**config.mk**
```make
export PLATFORM = sky130hd
export DESIGN_NAME = chk_fifo
export DESIGN_NICKNAME = d
export VERILOG_FILES = /design/src/rtl/chk_fifo.sv
export SDC_FILE = /design/constraint.sdc
export NUM_CORES = 1
export LEC_CHECK = 0
export CORE_MARGIN = 5
export CORE_UTILIZATION = 48
export CTS_CLUSTER_DIAMETER = 200
export DETAILED_ROUTE_END_ITERATION = 8
export GPL_ROUTABILITY_DRIVEN = 0
export GPL_TIMING_DRIVEN = 0
export MAX_ROUTING_LAYER = met4
export PLACE_DENSITY = 0.8
export SETUP_SLACK_MARGIN = 0.5
export SLEW_MARGIN = 15
export SYNTH_ARGS = -nofsm -noshare
export SYNTH_HDL_FRONTEND = slang
export SYNTH_SLANG_ARGS = --single-unit
```
**constraint.sdc**
```tcl
create_clock -name clock -period 2.1 [get_ports clock]
set_clock_uncertainty 0.1 [all_clocks]
set_input_delay 0.42 -clock clock [delete_from_list [all_inputs] [get_ports clock]]
set_output_delay 0.42 -clock clock [all_outputs]
set_load 0.02 [all_outputs]
```
**src/rtl/chk_fifo.sv**
```systemverilog
// chk_fifo: first-word-fall-through synchronous FIFO, power-of-two depth
module chk_fifo #(
    parameter int WIDTH = 8,
    parameter int DEPTH = 4
) (
    input  logic             clock,
    input  logic             reset,
    input  logic             push,
    input  logic             pop,
    output logic             full,
    output logic             empty,
    input  logic [WIDTH-1:0] din,
    output logic [WIDTH-1:0] dout
);
    localparam int AW = $clog2(DEPTH);

    logic [WIDTH-1:0] r_mem [DEPTH];
    logic [AW-1:0]    r_wp, r_rp;
    logic [AW:0]      r_cnt;
    logic             w_do_push, w_do_pop;

    assign empty     = r_cnt == '0;
    assign full      = r_cnt == (AW+1)'(DEPTH);
    assign w_do_pop  = pop & ~empty;
    assign w_do_push = push & (~full | w_do_pop);
    assign dout      = r_mem[r_rp];

    // pointers and occupancy; a pop frees a slot for a same-cycle push when full
    always_ff @(posedge clock) begin
        if (reset) begin
            r_wp  <= '0;
            r_rp  <= '0;
            r_cnt <= '0;
        end else begin
            if (w_do_push) r_wp <= r_wp + 1'b1;
            if (w_do_pop)  r_rp <= r_rp + 1'b1;
            r_cnt <= r_cnt + (AW+1)'(w_do_push) - (AW+1)'(w_do_pop);
        end
    end

    // storage array, written only on accepted pushes
    always_ff @(posedge clock) begin
        if (w_do_push) r_mem[r_wp] <= din;
    end

endmodule

```
==> flow_summary.yaml, run 1 <==
outcome:
  outcome: "finished, final reports clean"
die:
  die_area_um2: 4710
  die_w_um: 68.6
  ios: 22
  die_y_um: 68.6
  num_rows: 21
  start_util_pct: 49.4
  design.core.area_um2: 3340
setup_path:
  cp.arrival_ps: 2190
  cp-start-kind: "flip-flop"
  crit_buf_inv: 0
  crit_slowest_cell: "dfxtp_4"
  path_class: "reg -> reg"
  critPathMaxStageDelay_ps: 380
  crit_chain: "o31ai_4 -> or2_1 -> a21bo_2 -> ha_4 -> fa_2 -> xnor2_2 -> xnor2_1 -> nor2_1"
  critPathTopFamily: "compound AO/OA/AOI/OAI gates"
  crit_fanout: 3
  endpoint_kind: "flip-flop"
  cp.required_ps: 2220
routing:
  firstDrtPassIters: 4
  wirelength_um: 2920
  dr_total_vias: 877
  drt-initial-drc-count: 81
  route.detailed.drc: 0
  viasPerCell: 4.95
  ant_nets: 0
  wl_per_cell_um: 16.5
power_and_ir_drop:
  power_frac_comb_pct: 43.9
  ir_drop_v: 0.000712
  seqPwrFrac_pct: 41.8
  power_density_nw_per_um2: 1200
  p_leak_uw: 0.000786
  clkPwrFrac_pct: 14.3
  p_switching_uw: 812
  finalPower_uw: 2600
  intPower_uw: 1790
  switching_share_pct: 31.2
global_routing:
  grt-ovfl-total: 0
  antenna_found_initial: 0
  grt_pass1_vias: 935
  grt_pass1_wl_um: 4640
  grt_max_degree: 14
  grtUsageTotal_pct: 14.8
placed_design:
  port_buffers: 20
  placedCellCount: 155
  dp_hpwl_um: 1800
logic_synthesis:
  synth_top_family_by_area: "multiplexers"
  synth-xor-area-share_pct: 2.12
  syn_nets: 107
  synth_edf_count: 32
  seq_area_frac_synth_pct: 69.2
  synth_mux_area_share_pct: 12.4
  yosys_register_bits: 41
  netlist-cell-type-count: 24
  ys.flop_type: "edfxtp_1"
  synth.avg_cell_area_um2: 18.5
  async_reset_ff_share_pct: 0
  synth_area_um2: 1650
  yosysWarnings: 0
  synth_compound_area_share_pct: 3.03
  synthSimpleGateAreaFrac_pct: 6.53
  synthAdderAreaFrac_pct: 5.01
  postSynthCellCount: 89
sta:
  setup_viol: 0
  timing.final.crit_share_pct: 98.6
  clock.fmax_mhz: 483
  worst_pin_slew_ps: 410
  relSlewSlack_pct: 72.7
  rsz0062_at_grt: "yes"
  hold_viol: 0
  min_period_ps: 2070
  drv_slew: 0
clock_network:
  clk_path_buf_depth: 2
  clockRootBuffer: "clkbuf_4"
  insertion_delay_ps: 340
  clk_pin_slew_ps: 110
  htreeDepth: 2
  cts_tree: "built"
  cts.sinks: 41
  cts_made_buffers: 5
final_layout:
  layout-drive-gt1-share_pct: 45.0
  insertedDiodeCount: 0
  final_util_pct: 64.9
  final_nets: 148
  fin_cells: 177
  area_growth_pct: 31.3
  fill_cells: 247
run:
  cap_violations: 0
min_path:
  hold_class: "in -> reg"
==> cell usage after synthesis (2+ instances only) <==
cell,instances,area share (%)
and2_2,4,1.8
dfxtp_1,9,11
edfxtp_1,32,58
ha_1,5,3.8
inv_1,4,0.91
mux4_2,8,11
nand2b_1,2,0.76
nor2_1,6,1.4
nor2b_1,2,0.76
xnor2_1,2,1.1
xor2_1,2,1.1
==> registers in the layout, summed over array words and instances (netlist names), named ones only <==
register / flops
r_mem: 32
r_cnt: 3
r_rp: 2
r_wp: 2
==> per-stage QoR <==
step / cell area [um2] / TNS, ps / worst slack [ps] / hold slack, ps
final: 2160 / 0 / 30.1 / 353
after global routing: 2160 / -59.2 / -52.9 / 342
after CTS: 2110 / 0 / 39.0 / 332
after detailed placement: 1930 / -1270 / -440 / 414
after global placement: 1930 / -997 / -406 / 398
after floorplan: 1670 / -23.4 / -23.4 / 382
==> power by group through the flow <==
stage / Combinational, uW / Sequential [uW] / Clock, uW
floorplan: 559 / 1080 / 0
global placement: 810 / 1090 / 0
detailed placement: 833 / 1100 / 0
CTS: 1040 / 1080 / 387
global route: 1240 / 1100 / 430
finish: 1140 / 1090 / 373
==> cell usage in the layout (no fill, tap or decap), types with 2 or more instances in the layout <==
cell type        instances
clkinv_2                 2
dfxtp_4                  3
clkbuf_4                 5
inv_1                    4
nor2b_1                  2
edfxtp_1                32
and2_4                   3
nand2b_1                 2
mux4_2                   8
clkdlybuf4s50_1          9
ha_1                     4
nor2_1                   6
buf_6                   13
dfxtp_1                  5
xor2_1                   2
buf_4                   11
==> worst register-to-register path: cells and delay by family (launching register included) <==
kind | cells | cell delay (ps)
AO/OA/AOI/OAI | 2 | 500
AND/OR/NAND/NOR | 2 | 210
adder cells (fa/ha/maj) | 2 | 500
XOR/XNOR | 2 | 270
flip-flops | 1 | 380
==> path summary, 6_finish.rpt <==
path,from,end,slack (ps),depth (start not counted)
worst max-delay path,r_cnt[2],r_cnt[2],30,8
worst min-delay path,reset,r_rp[0],350,2
worst min register to register,r_rp[1],r_rp[1],440,2
worst max register to register,r_cnt[2],r_cnt[2],30,8
==> layer usage <==
metal / wire [um] / part of all wire, % / GRT usage (%)
met4: 57 / 2.0 / 6.20
met3: 132 / 4.5 / 5.51
met1: 1150 / 39 / 15.9
met5: 0 / 0 / -
met2: 1580 / 54 / 24.4
==> layout make-up <==
| cell class | instances | area (um2) | area share, % |
|---|---|---|---|
| Clock inverter | 3 | 17.5 | 0.809 |
| Buffer | 3 | 28.8 | 1.33 |
| Multi-Input combinational cell | 41 | 527 | 24.3 |
| Sequential cell | 41 | 1150 | 53.3 |
| Timing Repair Buffer | 34 | 328 | 15.1 |
| Inverter | 4 | 15.0 | 0.694 |
| Tap cell | 46 | 57.6 | 2.66 |
| Clock buffer | 5 | 37.5 | 1.73 |
==> cells by family after synthesis <==
| group | after synthesis |
|---|---|
| buf+inv | 7 |
| xor+xnor | 4 |
| flops | 41 |
| simple gates | 17 |
| mux | 10 |
| compound gates | 4 |
| fa+ha+maj | 6 |
==> what timing repair did <==
action,in CTS,in global routing
resized for setup,71,8
setup buffers,10,4
pin swaps,7,5
endpoints found under the setup margin,45,37
hold buffers,0,0
No activity file was read; power rests on OpenSTA's default activity.
==> inputs of run 2 (changes only) <==
--- a/config.mk
+++ b/config.mk
@@ -5,13 +5,13 @@
 export SDC_FILE = /design/constraint.sdc
 export NUM_CORES = 1
 export LEC_CHECK = 0
+export CORE_ASPECT_RATIO = 0.6
 export CORE_MARGIN = 5
 export CORE_UTILIZATION = 48
 export CTS_CLUSTER_DIAMETER = 200
 export DETAILED_ROUTE_END_ITERATION = 8
 export GPL_ROUTABILITY_DRIVEN = 0
 export GPL_TIMING_DRIVEN = 0
-export MAX_ROUTING_LAYER = met4
 export PLACE_DENSITY = 0.8
 export SETUP_SLACK_MARGIN = 0.5
 export SLEW_MARGIN = 15
==> flow_summary.yaml, run 2 (same netlist as run 1, synthesis figures left out) <==
sta:
  whs_ps: 417
  timing.final.crit_share_pct: 104
  clock.fmax_mhz: 459
  fin_tns_setup_ps: -80.8
  setup_viol: 1
  relSlewSlack_pct: 70.4
  drv_slew: 0
  finalWorstSetupSlack_ps: -80.8
  hold_viol: 0
  min_period_ps: 2180
  worst_pin_slew_ps: 444
  rsz0062_at_grt: "yes"
clock_network:
  clk_path_buf_depth: 2
  insertion_delay_ps: 280
  clk_pin_slew_ps: 70
  cts_made_buffers: 5
  htreeDepth: 2
  cts.sinks: 41
  clockRootBuffer: "clkbuf_8"
  cts_tree: "built"
setup_path:
  endpoint_kind: "flip-flop"
  cp-start-kind: "flip-flop"
  timing.rr.end: "r_cnt[2]"
  cp.required_ps: 2150
  r2r_start: "r_cnt[2]"
  crit_slowest_cell: "dfxtp_4"
  reg2reg_slack_ps: -80
  crit_fanout: 4
  critPathMaxStageDelay_ps: 370
  path_class: "reg -> reg"
  crit_chain: "o31ai_4 -> or2_1 -> a21bo_2 -> ha_4 -> fa_2 -> xnor2_2 -> xnor2_1 -> nor2_1"
  ff2ff_path_depth: 8
  cp.arrival_ps: 2230
final_layout:
  final_util_pct: 67.3
  regMostFlops: "r_mem"
  area_growth_pct: 34.0
  fin_cells: 172
  final_nets: 144
  layout-drive-gt1-share_pct: 41.7
  reg_top3: "r_mem x32, r_cnt x3"
  largest_register_ffs: 32
  final_cell_mix: "edfxtp_1, buf_6, mux4_2, clkdlybuf4s50_1, nor2_1"
  insertedDiodeCount: 0
  final_common_cell: "edfxtp_1"
global_routing:
  use_met1_pct: 17.2
  grt_pass1_wl_um: 4800
  grtUsageTotal_pct: 14.1
  grt_pass1_vias: 912
  grt-ovfl-total: 0
  grt_max_degree: 13
  antenna_found_initial: 0
  grt.met2_usage_pct: 21.5
  grt_use_met3_pct: 5.79
  gr-max-usage-layer: "met2"
placed_design:
  place_ws_ps: -480
  port_buffers: 20
  dp_hpwl_um: 1950
  placedCellCount: 154
min_path:
  min_to: "r_wp[1]"
  hold_class: "reg -> reg"
  hold_path_depth: 2
  hp-start: "r_wp[1]"
die:
  die_w_um: 85.7
  die_area_um2: 4750
  ios: 22
  die_y_um: 55.4
  start_util_pct: 50.2
  design.core.area_um2: 3280
  num_rows: 16
power_and_ir_drop:
  power_density_nw_per_um2: 1300
  ir_drop_v: 0.000622
  p_leak_uw: 0.000798
routing:
  viasPerCell: 5.24
  dr_total_vias: 902
  firstDrtPassIters: 4
  drt-initial-drc-count: 43
  wirelength_um: 3170
  ant_nets: 0
  wl_per_cell_um: 18.4
  route.detailed.drc: 0
outcome:
  violations: "setup timing"
  outcome: "finished, violations left"
run:
  cap_violations: 0
## run 2: worst max-delay path by stage
stage	startpoint	endpoint	cells past startpoint
finish	r_cnt[2]	r_cnt[2]	8
global route	r_cnt[0]	r_cnt[2]	8
CTS	r_cnt[1]	r_cnt[2]	8
detailed placement	pop	r_cnt[2]	9
global placement	pop	r_cnt[2]	9
floorplan	r_cnt[2]	r_cnt[2]	8
## run 2: area by class of cell
cell class / count / area (um2)
Multi-Input combinational cell: 41 / 528
Clock inverter: 2 / 33.8
Sequential cell: 41 / 1150
Tap cell: 45 / 56.3
Fill cell: 218 / 1070
Clock buffer: 6 / 72.6
Inverter: 4 / 15.0
Buffer: 3 / 28.8
Timing Repair Buffer: 30 / 322
## run 2: critical path: cells and delay by family (launching register included)
family	cells	cell delay, ps
AND/OR/NAND/NOR	2	230
flip-flops	1	370
adder cells (fa/ha/maj)	2	510
AO/OA/AOI/OAI	2	520
XOR/XNOR	2	320
## run 2: timing repair
item,4_1_cts,5_1_grt
hold endpoints to repair,0,0
pin swaps,5,5
resized for setup,69,12
endpoints found under the setup margin,45,28
buffers inserted,4,6
gates cloned,0,0
hold buffers,0,0
## run 2: where the power goes
group	switching [uW]	leakage, uW	internal, uW
Sequential	110	0.000370	1010
Combinational	485	0.000375	669
Clock	243	0.0000528	351
Total	839	0.000798	2030
## run 2: metal layers
layer	up-vias	routed length, um
met3	4	174
met4	0	38
met5	-	0
li1	407	-
met2	27	1690
met1	464	1270
## run 2: metrics by stage
stage	instance area (um2)	power, uW
final	2210	2870
after global routing	2210	3010
after CTS	2110	2660
after detailed placement	1930	1950
after global placement	1930	1910
after floorplan	1670	1640
